$ cat src/rtl/vga_pkg.sv
// Shared VGA timing definitions: standard mode presets and the field-sum helper
// used to size the raster counters.
package vga_pkg;

  // 640x480 @ 60 Hz, 25.175 MHz pixel clock, both syncs active-low
  localparam int M640_H_ACTIVE = 640;
  localparam int M640_H_FRONT  = 16;
  localparam int M640_H_SYNC   = 96;
  localparam int M640_H_BACK   = 48;
  localparam int M640_V_ACTIVE = 480;
  localparam int M640_V_FRONT  = 10;
  localparam int M640_V_SYNC   = 2;
  localparam int M640_V_BACK   = 33;
  localparam bit M640_H_POL    = 1'b0;
  localparam bit M640_V_POL    = 1'b0;
  localparam int M640_PIX_KHZ  = 25175;

  // 800x600 @ 60 Hz, 40 MHz pixel clock, both syncs active-high
  localparam int M800_H_ACTIVE = 800;
  localparam int M800_H_FRONT  = 40;
  localparam int M800_H_SYNC   = 128;
  localparam int M800_H_BACK   = 88;
  localparam int M800_V_ACTIVE = 600;
  localparam int M800_V_FRONT  = 1;
  localparam int M800_V_SYNC   = 4;
  localparam int M800_V_BACK   = 23;
  localparam bit M800_H_POL    = 1'b1;
  localparam bit M800_V_POL    = 1'b1;
  localparam int M800_PIX_KHZ  = 40000;

  function automatic int field_total(input int active, input int front,
                                     input int sync, input int back);
    return active + front + sync + back;
  endfunction

endpackage

$ cat src/rtl/vga_axis_counter.sv
// One raster axis: a wrapping next-position counter with combinational decode of
// sync (at the configured polarity), active region and wrap for that position.
module vga_axis_counter
  import vga_pkg::*;
#(
  parameter int ACTIVE = 640,
  parameter int FRONT  = 16,
  parameter int SYNC   = 96,
  parameter int BACK   = 48,
  parameter bit POL    = 1'b0,
  localparam int TOTAL = field_total(ACTIVE, FRONT, SYNC, BACK),
  localparam int W     = $clog2(TOTAL)
) (
  input  logic         clk,
  input  logic         reset,
  input  logic         advance,
  output logic [W-1:0] count,
  output logic         sync,
  output logic         active,
  output logic         wrap
);

  if ((ACTIVE < 1) || (FRONT < 1) || (SYNC < 1) || (BACK < 1)) begin : g_bad_fields
    $error("vga_axis_counter: every timing field must be at least 1");
  end

  localparam logic [W-1:0] LAST       = W'(TOTAL - 1);
  localparam logic [W-1:0] ACTIVE_END = W'(ACTIVE);
  localparam logic [W-1:0] SYNC_FIRST = W'(ACTIVE + FRONT);
  localparam logic [W-1:0] SYNC_LAST  = W'(ACTIVE + FRONT + SYNC - 1);

  logic in_sync;

  always_ff @(posedge clk) begin
    if (reset) begin
      count <= '0;
    end else if (advance) begin
      count <= wrap ? '0 : count + W'(1);
    end
  end

  assign wrap    = (count == LAST);
  assign active  = (count < ACTIVE_END);
  assign in_sync = (count >= SYNC_FIRST) && (count <= SYNC_LAST);
  assign sync    = in_sync ? POL : ~POL;

endmodule

$ cat src/rtl/vga_timing_gen.sv
// VGA raster timing generator: two axis counters hold the next position; every
// enabled clock registers that position together with its sync/active/strobe flags.
module vga_timing_gen
  import vga_pkg::*;
#(
  parameter int H_ACTIVE   = M640_H_ACTIVE,
  parameter int H_FRONT    = M640_H_FRONT,
  parameter int H_SYNC     = M640_H_SYNC,
  parameter int H_BACK     = M640_H_BACK,
  parameter int V_ACTIVE   = M640_V_ACTIVE,
  parameter int V_FRONT    = M640_V_FRONT,
  parameter int V_SYNC     = M640_V_SYNC,
  parameter int V_BACK     = M640_V_BACK,
  parameter bit H_SYNC_POL = M640_H_POL,
  parameter bit V_SYNC_POL = M640_V_POL,
  localparam int H_TOTAL   = field_total(H_ACTIVE, H_FRONT, H_SYNC, H_BACK),
  localparam int V_TOTAL   = field_total(V_ACTIVE, V_FRONT, V_SYNC, V_BACK),
  localparam int COL_W     = $clog2(H_TOTAL),
  localparam int ROW_W     = $clog2(V_TOTAL)
) (
  input  logic             i_Clk,
  input  logic             i_Reset,
  input  logic             i_Pix_En,
  output logic             o_HSync,
  output logic             o_VSync,
  output logic             o_Active,
  output logic [COL_W-1:0] o_Col,
  output logic [ROW_W-1:0] o_Row,
  output logic             o_Line_Start,
  output logic             o_Frame_Start
);

  logic [COL_W-1:0] h_next;
  logic [ROW_W-1:0] v_next;
  logic             h_sync;
  logic             v_sync;
  logic             h_active;
  logic             v_active;
  logic             h_wrap;
  // The frame boundary is decoded from the counts directly, so vertical wrap has no consumer.
  logic             v_wrap_unused;

  vga_axis_counter #(
    .ACTIVE (H_ACTIVE),
    .FRONT  (H_FRONT),
    .SYNC   (H_SYNC),
    .BACK   (H_BACK),
    .POL    (H_SYNC_POL)
  ) u_h_axis (
    .clk     (i_Clk),
    .reset   (i_Reset),
    .advance (i_Pix_En),
    .count   (h_next),
    .sync    (h_sync),
    .active  (h_active),
    .wrap    (h_wrap)
  );

  vga_axis_counter #(
    .ACTIVE (V_ACTIVE),
    .FRONT  (V_FRONT),
    .SYNC   (V_SYNC),
    .BACK   (V_BACK),
    .POL    (V_SYNC_POL)
  ) u_v_axis (
    .clk     (i_Clk),
    .reset   (i_Reset),
    .advance (h_wrap & i_Pix_En),
    .count   (v_next),
    .sync    (v_sync),
    .active  (v_active),
    .wrap    (v_wrap_unused)
  );

  // Strobes drop on disabled clocks so they stay one clock wide at any pixel rate.
  always_ff @(posedge i_Clk) begin
    if (i_Reset) begin
      o_Col         <= '0;
      o_Row         <= '0;
      o_HSync       <= ~H_SYNC_POL;
      o_VSync       <= ~V_SYNC_POL;
      o_Active      <= 1'b0;
      o_Line_Start  <= 1'b0;
      o_Frame_Start <= 1'b0;
    end else if (i_Pix_En) begin
      o_Col         <= h_next;
      o_Row         <= v_next;
      o_HSync       <= h_sync;
      o_VSync       <= v_sync;
      o_Active      <= h_active & v_active;
      o_Line_Start  <= (h_next == '0);
      o_Frame_Start <= (h_next == '0) && (v_next == '0);
    end else begin
      o_Line_Start  <= 1'b0;
      o_Frame_Start <= 1'b0;
    end
  end

endmodule

$ cat config.mk
export PLATFORM = sky130hd
export DESIGN_NAME = vga_timing_gen
export DESIGN_NICKNAME = d
export VERILOG_FILES = /design/src/rtl/vga_pkg.sv /design/src/rtl/vga_axis_counter.sv /design/src/rtl/vga_timing_gen.sv
export SDC_FILE = /design/constraint.sdc
export NUM_CORES = 1
export LEC_CHECK = 0
export ABC_AREA = 1
export CAP_MARGIN = 30
export CORE_ASPECT_RATIO = 1.2
export CORE_MARGIN = 2
export CORE_UTILIZATION = 47
export CTS_CLUSTER_SIZE = 30
export DETAILED_ROUTE_END_ITERATION = 12
export GPL_ROUTABILITY_DRIVEN = 1
export PLACE_DENSITY = 0.7
export SKIP_LAST_GASP = 1
export SYNTH_ARGS = -nofsm -noshare
export SYNTH_HDL_FRONTEND = slang
export SYNTH_SLANG_ARGS = --single-unit
$ cat constraint.sdc
create_clock -name i_Clk -period 4.5 [get_ports i_Clk]
set_clock_uncertainty 0.15 [all_clocks]
set_input_delay 0.9 -clock i_Clk [delete_from_list [all_inputs] [get_ports i_Clk]]
set_output_delay 0.9 -clock i_Clk [all_outputs]
set_load 0.01 [all_outputs]
==> results.tsv, run 1 <==
stage	metric	value	unit
sta	Sum Neg Setup Slack	0	ns
synthesis	cell count after synthesis	283	
synthesis	Async SR Flop Fraction	0	%
detailed_routing	DR vias	1865	
synthesis	Syn Nets	291	
clocking	Num CTS Buffers	5	
clocking	hold buffer count at CTS	0	
worst_setup_path	critical-path maximum fanout	20	
run_status	status	completed	
sta	RSZ-0062 raised after global routing	no	
final_layout	diode count	0	
synthesis	Synth Flop Type	dfxtp_1	
placement	RePlAce Congestion	0.915	
global_route	pin count of the biggest net entering global routing	25	
final_layout	utilization after layout	58.0	%
sta	fin. max-slew vios	0	
placement	dpl cells	357	
detailed_routing	Vias/cell	5.12	
final_layout	most frequent cells in the layout	56 x nand2_1, 45 x dfxtp_1, 41 x nor2_1, 31 x inv_1, 27 x clkdlybuf4s50_1	
die	area of the core	4230	um^2
synthesis	Synth Register Bits	45	
global_route	first-pass GRT wire length	7890	um
die	DIE AREA	4900	um^2
die	IO Count	28	
global_route	met2 Usage GRT	34.6	%
worst_setup_path	Critical-path top delay cell	clkdlybuf4s50_1	
synthesis	area of the mapped netlist	2040	um^2
die	Chip Width	64.2	um
worst_setup_path	Setup crit end kind	register	
die	Rows	26	
final_layout	Area Growth Syn to Fin	19.9	%
synthesis	Post-synth EDFFs	0	
synthesis	Synth Area in Simple Gates	28.2	%
sta	Final Hold Viols	0	
synthesis	xor/xnor share of the synthesized area	0.428	%
synthesis	Synth Area in Adders	3.06	%
synthesis	Netlist cell types	28	
final_layout	register area	901	um^2
clocking	Worst-Skew Late Latency	0.30	ns
placement	PortBufs	27	
worst_setup_path	Setup crit start kind	input port	
global_route	vias in the first global route	1688	
min_path	min-delay worst type	register to register	
worst_setup_path	CP max stage delay	0.96	ns
clocking	post_cts resized	0	
final_layout	share of cells above drive strength 1	7.14	%
worst_setup_path	critical path class	input port to register	
detailed_routing	post-route ant nets	0	
worst_setup_path	Arrival @ worst endpoint	2.88	ns
detailed_routing	post-route DRC violation count	0	
worst_setup_path	most used cell, CP	nand2_1	
global_route	M1 GR Usage	25.0	%
clocking	clock buffer depth	2	
power_and_ir_drop	pwr dens	316	nW/um^2
detailed_routing	final WL	4610	um
final_layout	filler instances	416	
clocking	TritonCTS clock tree	done	
power_and_ir_drop	peak supply drop	0.283	mV
final_layout	Non-Filler Instances	364	
clocking	post-CTS setup buffers	0	
global_route	grt total ovfl	0	
placement	hpwl dp	3340	um
synthesis	mux contribution to synthesized area	0	%
sta	fmax	352	MHz
detailed_routing	initial DRC count	124	
clocking	Root Driver	clkbuf_8	
global_route	met3 usage	4.28	%
clocking	total number of H-tree levels	2	
power_and_ir_drop	Leakage	0.961	nW
die	starting density of the core	48.3	%
global_route	Most Used Layer, Global Route	met2	
worst_setup_path	WP data required	4.54	ns
final_layout	commonest non-fill, non-tap cell in the layout	nand2_1	
synthesis	Seq/Total Area, Yosys	44.1	%
synthesis	syn_area_per_cell	7.22	um^2
detailed_routing	Initial DRT Pass Iterations	5	
sta	Worst Tran Pin Value	0.757	ns
run	max-cap violations	0	
synthesis	Synthesis Warnings	0	
die	chip height	76.3	um
synthesis	post-synthesis compound-gate area fraction	15.8	%
sta	Final Setup Violations	0	
synthesis	largest family of logic cells by synthesized area	simple AND/OR/NAND/NOR gates	
sta	fin crit share	63.1	%
global_route	GR Util All Layers	20.2	%
detailed_routing	DR WL/cell	12.7	um
final_layout	area of the multi-input gates	971	um^2
clocking	Worst-path clk slew	0.08	ns
worst_setup_path	crit-path cells	clkdlybuf4s50_1, nand3_2, nand2_2, nand2_1, nand2_1, nor2_1	
final_layout	fin nets	316	
sta	Slew HR	49.3	%
global_route	initial antenna violation count	0	
clocking	clk sinks	45	
sta	Tmin final	2.84	ns
[worst max-delay path: cells and delay by family]
family / cells / cell delay (ns)
simple gates: 5 / 1.00
buf+inv: 1 / 0.96
[area by class of cell]
| class | count | area share [%] |
|---|---|---|
| repair buffers | 29 | 11.6 |
| well taps | 56 | 2.86 |
| inverters | 32 | 4.90 |
| multi-input cells | 195 | 39.6 |
| clock inverters | 2 | 1.43 |
| clock buffers | 5 | 2.81 |
| flip-flops and latches | 45 | 36.8 |
[kinds of logic (layout without fill, tap and decap cells)]
family / count (synthesis) / in the layout
AND/OR/NAND/NOR: 133 / 133
AO/OA/AOI/OAI: 56 / 56
flip-flops: 45 / 45
buffers and inverters: 43 / 68
adder cells (fa/ha/maj): 5 / 5
XOR/XNOR: 1 / 1
[through the flow]
stage / power (mW) / instance area [um^2] / setup WS [ns] / hold slack [ns]
global placement: 0.490 / 2350 / 1.42 / 0.301
global route: 0.807 / 2450 / 1.48 / 0.331
finish: 0.775 / 2450 / 1.66 / 0.311
detailed placement: 0.491 / 2350 / 1.36 / 0.302
CTS: 0.780 / 2450 / 1.68 / 0.317
floorplan: 0.460 / 2040 / 2.59 / 0.326
[registers in the layout (all words and copies together), names as in the netlist]
name / cells
o_Frame_Start: 1
o_Col: 10
o_Row: 10
u_v_axis.count: 10
o_Active: 1
o_Line_Start: 1
o_VSync: 1
o_HSync: 1
u_h_axis.count: 10
[per-layer routing]
layer  up-vias  wire length (um)
met1       847              2050
met2        34              2320
met3         7               147
met4         0                89
li1        977                 -
met5         -                 0
[Yosys cell counts (2+ instances only)]
master	n	area (um^2)
inv_1	31	116
nand3_2	2	20.0
nand2_1	56	210
a21oi_1	22	110
a211oi_1	4	30.0
buf_2	3	15.0
o21ai_0	20	100
nand4_1	8	50.1
clkbuf_1	6	22.5
nand3_1	12	60.1
o21ai_2	4	35.0
dfxtp_1	45	901
nor3_1	8	40.0
nor2_2	2	12.5
nor2_1	41	154
o22ai_1	2	12.5
ha_1	5	62.6
nand2_2	2	12.5
[final timing paths]
check	slack [ns]	start	cells past startpoint	end
worst min-delay path	0.31	o_Row[7]	1	o_Row[7]
worst min register to register	0.31	o_Row[7]	1	o_Row[7]
worst max-delay path	1.66	i_Pix_En	6	u_v_axis.count[9]
worst max register to register	2.42	u_h_axis.count[1]	8	u_v_axis.count[9]
[where the power goes]
group / switching [mW] / leakage [nW] / internal, mW
registers: 0.00660 / 0.367 / 0.410
clock network: 0.133 / 0.0540 / 0.161
logic: 0.0341 / 0.539 / 0.0299
No activity file was read; power rests on OpenSTA's default activity.
==> run 2: changes to the inputs <==
- clock period: 4.5 -> 2.7 ns (I/O delays scaled with it)
==> run 2 against run 1 <==
Compared with the run above:
- sequential cell count is the same
- critical path depth grew 1
- design area grew 0.51%
- sequential share of layout area shrank 0.19 points
- non-clock buffer count grew 2
- sequential power grew 67%
- global-route usage grew 2.2 points
- first-iteration DRC count grew 41%
==> results.tsv, run 2 (synthesis results as in run 1) <==
stage	metric	value	unit
worst_setup_path	WP data required	2.79	ns
clocking	Root Driver	clkbuf_8	
sta	Final Hold Viols	0	
placement	hpwl dp	3580	um
run	max-cap violations	0	
clocking	post_cts resized	0	
die	IO Count	28	
worst_setup_path	R2R setup slack	0.94	ns
final_layout	utilization after layout	58.3	%
die	DIE AREA	4900	um^2
power_and_ir_drop	total power	1.26	mW
worst_setup_path	Arrival @ worst endpoint	1.98	ns
worst_setup_path	Setup crit start kind	input port	
final_layout	fin nets	318	
sta	Tmin final	1.90	ns
placement	RePlAce Congestion	0.929	
clocking	hold buffer count at CTS	0	
clocking	total number of H-tree levels	2	
worst_setup_path	Setup crit end kind	register	
detailed_routing	post-route DRC violation count	0	
worst_setup_path	CP max stage delay	0.53	ns
power_and_ir_drop	Leakage	0.970	nW
sta	fmax	528	MHz
sta	Final Setup Violations	0	
sta	Slew HR	66.9	%
final_layout	filler instances	404	
die	starting density of the core	48.3	%
die	area of the core	4230	um^2
clocking	TritonCTS clock tree	done	
global_route	grt total ovfl	0	
final_layout	register area	901	um^2
clocking	Worst-Skew Late Latency	0.30	ns
sta	Sum Neg Setup Slack	0	ns
worst_setup_path	crit-path cells	clkdlybuf4s50_1, inv_2, nor3_1, nand2_1, nand2_1, nand2_1, nor2_1	
power_and_ir_drop	pwr dens	513	nW/um^2
detailed_routing	final WL	5030	um
global_route	initial antenna violation count	0	
final_layout	diode count	0	
final_layout	share of cells above drive strength 1	8.04	%
detailed_routing	DR WL/cell	13.7	um
clocking	clk sinks	45	
sta	Worst Tran Pin Value	0.497	ns
final_layout	Area Growth Syn to Fin	20.5	%
detailed_routing	Vias/cell	5.18	
power_and_ir_drop	peak supply drop	0.293	mV
die	chip height	76.3	um
run_status	status	completed	
final_layout	most frequent cells in the layout	56 x nand2_1, 45 x dfxtp_1, 41 x nor2_1, 31 x inv_1, 27 x clkdlybuf4s50_1	
clocking	post-CTS setup buffers	0	
sta	fin crit share	70.2	%
min_path	min-delay worst type	register to register	
sta	fin. max-slew vios	0	
final_layout	area of the multi-input gates	971	um^2
worst_setup_path	critical path class	input port to register	
die	Rows	26	
worst_setup_path	most used cell, CP	nand2_1	
detailed_routing	Initial DRT Pass Iterations	4	
clocking	Num CTS Buffers	5	
sta	RSZ-0062 raised after global routing	no	
detailed_routing	initial DRC count	175	
global_route	first-pass GRT wire length	8670	um
global_route	pin count of the biggest net entering global routing	29	
clocking	clock buffer depth	2	
worst_setup_path	Critical-path top delay cell	clkdlybuf4s50_1	
detailed_routing	DR vias	1901	
global_route	GR Util All Layers	22.4	%
final_layout	commonest non-fill, non-tap cell in the layout	nand2_1	
placement	PortBufs	27	
clocking	Worst-path clk slew	0.08	ns
detailed_routing	post-route ant nets	0	
die	Chip Width	64.2	um
worst_setup_path	critical-path maximum fanout	17	
global_route	vias in the first global route	1853	
[run 2: path summary, 6_finish.rpt]
path	cells after the start	start	endpoint
max	7	i_Pix_En	u_h_axis.count[7]
min	2	o_Row[5]	o_Row[5]
max reg2reg	8	u_h_axis.count[0]	u_v_axis.count[5]
min reg2reg	2	o_Row[5]	o_Row[5]
[run 2: through the flow]
step	setup slack (ns)	cell area, um^2	hold WS [ns]	std cells
after floorplan	1.15	2040	0.326	283
after global placement	0.530	2360	0.295	359
after detailed placement	0.506	2360	0.301	359
after CTS	0.804	2460	0.319	367
after global routing	0.718	2460	0.337	367
final	0.805	2460	0.317	367
[run 2: area by class of cell]
class,instances,share of cell area (%)
inverter,32,4.88
clock buffer,7,3.91
sequential,45,36.6
tap,56,2.84
clock inverter,1,0.203
multi-input combinational,195,39.4
timing repair buffer,31,12.2
[run 2: critical path, delay by kind of cell]
| kind | cells | cell delay [ns] |
|---|---|---|
| buf+inv | 2 | 0.70 |
| simple gates | 5 | 0.73 |
[run 2: per-layer routing]
layer	GRT usage, %	vias to the layer above	part of all wire, %
met5	0	-	0
met4	9.15	0	1.3
met3	4.58	6	3.4
met2	37.9	49	50
met1	27.4	872	45
li1	-	974	-
[run 2: power by group]
part / total [mW] / internal, mW / leakage (nW) / switching (mW)
Sequential: 0.695 / 0.684 / 0.367 / 0.0109
Clock: 0.460 / 0.232 / 0.0542 / 0.228
Combinational: 0.109 / 0.0508 / 0.548 / 0.0586
==> variant (settings of run 1) <==
Change the package constant `M640_V_ACTIVE` from 480 to 960.
--- a/src/rtl/vga_pkg.sv
+++ b/src/rtl/vga_pkg.sv
@@ -9,3 +9,3 @@
   localparam int M640_H_BACK   = 48;
-  localparam int M640_V_ACTIVE = 480;
+  localparam int M640_V_ACTIVE = 960;
   localparam int M640_V_FRONT  = 10;
Formal check against the unedited RTL: same outputs for any inputs over 10 cycles, from zero or initial values and one cycle with i_Reset high; that may be too few to reach the edited logic, so the function may still have changed.
==> variant against run 1 <==
Via count rose by 4.7%; area after synthesis rose by 3.4%; routed wire length rose by 8.0%; die area rose by 3.2%; sequential share of layout area fell by 0.91 points; total power fell by 2.5%; worst setup slack improved by 0.35 ns; critical path depth did not move; combinational power fell by 2%; final area rose by 2.6%; sequential cell count did not move; worst hold slack improved by 0.0043 ns; critical path type unchanged; largest power group unchanged.
==> variant: results (changes against run 1) <==
----------------------------------------------------
[Power]
  Peak ir drop on the vdd network ... 0.149 mV (was 0.283 mV)
  Leakage component of the power ... 1.01 nW (was 0.961 nW)

[Yosys]
  Adder-Cell Fraction of Synth Area ... 2.96% (was 3.06%)
  Xor-xnor portion of the synthesized cell area ... 1.24% (was 0.428%)
  Share of the yosys chip area belonging to registers ... 42.6% (was 44.1%)
  Share of the synthesized area in compound gates (AO/OA/AOI/OAI) ... 12.7% (was 15.8%)
  Distinct cell type count of the synthesized netlist ... 27 (was 28)
  Top cells by count, synth ... sky130_fd_sc_hd__nand2_1, sky130_fd_sc_hd__dfxtp_1, sky130_fd_sc_hd__nor2_1 (unchanged)
  Biggest area contributors in the synthesized netlist ... sky130_fd_sc_hd__dfxtp_1, sky130_fd_sc_hd__nand2_1, sky130_fd_sc_hd__nor2_1, sky130_fd_sc_hd__a21oi_1, sky130_fd_sc_hd__inv_1 (was sky130_fd_sc_hd__dfxtp_1, sky130_fd_sc_hd__nand2_1, sky130_fd_sc_hd__nor2_1, sky130_fd_sc_hd__inv_1, sky130_fd_sc_hd__a21oi_1)
  Syn nets ... 304 (was 291)

[Setup path]
  Largest stage delay on the critical path ... 0.93 ns (was 0.96 ns)
  Largest fanout on the critical path ... 18 (was 20)
  Critical path arrival ... 2.54 ns (was 2.88 ns)
  CP top delay family ... buffers and inverters (was simple AND/OR/NAND/NOR gates)

[Run status]
  Result of the run ... finished clean (unchanged)

[Placement]
  Instance area at placement ... 0.00241 mm² (was 0.00235 mm²)
  GPL Wtd Cong ... 0.940 (was 0.915)
  Worst setup slack after placement ... 1.70 ns (was 1.36 ns)

[Detailed routing]
  Detailed-route wire length on metal 1 ... 2.18 mm (was 2.05 mm)
  Final WL ... 4.98 mm (was 4.61 mm)
  Highest metal layer with signal wires ... met4 (unchanged)
  Routed met2 length ... 2.52 mm (was 2.32 mm)
  Pre-antenna DRT Iters ... 4 (was 5)
  Met3 layer wire length in the routed design ... 177 µm (was 147 µm)
  Per-cell via count in the routed design ... 5.18 (was 5.12)

[STA]
  Worst slew margin relative to its limit ... 52.2% (was 49.3%)

[Cells and area]
  Filler Cell Count ... 433 (was 416)
  Proportion of layout cells with a drive suffix above 1 ... 7.48% (was 7.14%)
  Net count of the finished layout ... 328 (was 316)

[Global route]
  Vias in the first global route ... 1844 (was 1688)
  Wire length of the first global-routing pass ... 8.38 mm (was 7.89 mm)
  Maximum number of pins on one net before global-route repair ... 47 (was 25)

----------------------------------------------------
==> variant: layout make-up <==
type | instances | area share [%]
well taps | 56 | 2.79
clock inverters | 1 | 0.199
clock buffers | 7 | 3.83
multi-input cells | 205 | 41.1
repair buffers | 28 | 11.1
flip-flops and latches | 45 | 35.8
inverters | 35 | 5.23
==> variant: final timing paths <==
path / startpoint / end / slack, ns / cells after the start
worst min register to register: o_Col[0]$_SDFFE_PP0P_ / o_Col[0]$_SDFFE_PP0P_ / 0.32 / 2
worst min-delay path: o_Col[0]$_SDFFE_PP0P_ / o_Col[0]$_SDFFE_PP0P_ / 0.32 / 2
worst max register to register: u_h_axis.count[1]$_SDFFE_PP0P_ / u_v_axis.count[8]$_SDFFE_PP0P_ / 2.75 / 8
worst max-delay path: i_Reset / u_v_axis.count[8]$_SDFFE_PP0P_ / 2.02 / 6
==> variant: tightest hold or removal path: stages, from the launching register on <==
cell                      delay, ns
sky130_fd_sc_hd__dfxtp_1       0.32
sky130_fd_sc_hd__nand2_1       0.06
sky130_fd_sc_hd__a21oi_1       0.05
==> variant: routing by layer <==
metal / GRT usage, % / vias up
li1: - / 1007
met1: 25.1 / 892
met2: 36.8 / 46
met3: 4.06 / 8
met4: 10.2 / 0
met5: 0 / -
==> variant: per-stage QoR <==
| stage | power, mW | hold slack, ns | cells | utilization, % |
|---|---|---|---|---|
| floorplan | 0.461 | 0.326 | 296 | - |
| global placement | 0.488 | 0.301 | 369 | 56.2 |
| detailed placement | 0.489 | 0.302 | 369 | 56.2 |
| CTS | 0.764 | 0.315 | 377 | 58.5 |
| global route | 0.788 | 0.343 | 377 | 58.5 |
| finish | 0.755 | 0.315 | 377 | 58.5 |
==> variant: logic make-up (layout without fill, tap and decap cells) <==
kind of cell               after synthesis  in the layout
and+or+nand+nor                        145            145
AOI/OAI and AO/OA                       52             52
buffers and inverters                   46             71
DFF                                     45             45
adders and majority gates                5              5
xor gates and xnor gates                 3              3
==> variant: power breakdown <==
part           internal, mW  switching, mW
Sequential            0.410        0.00641
Combinational        0.0290         0.0340
Clock                 0.139          0.137
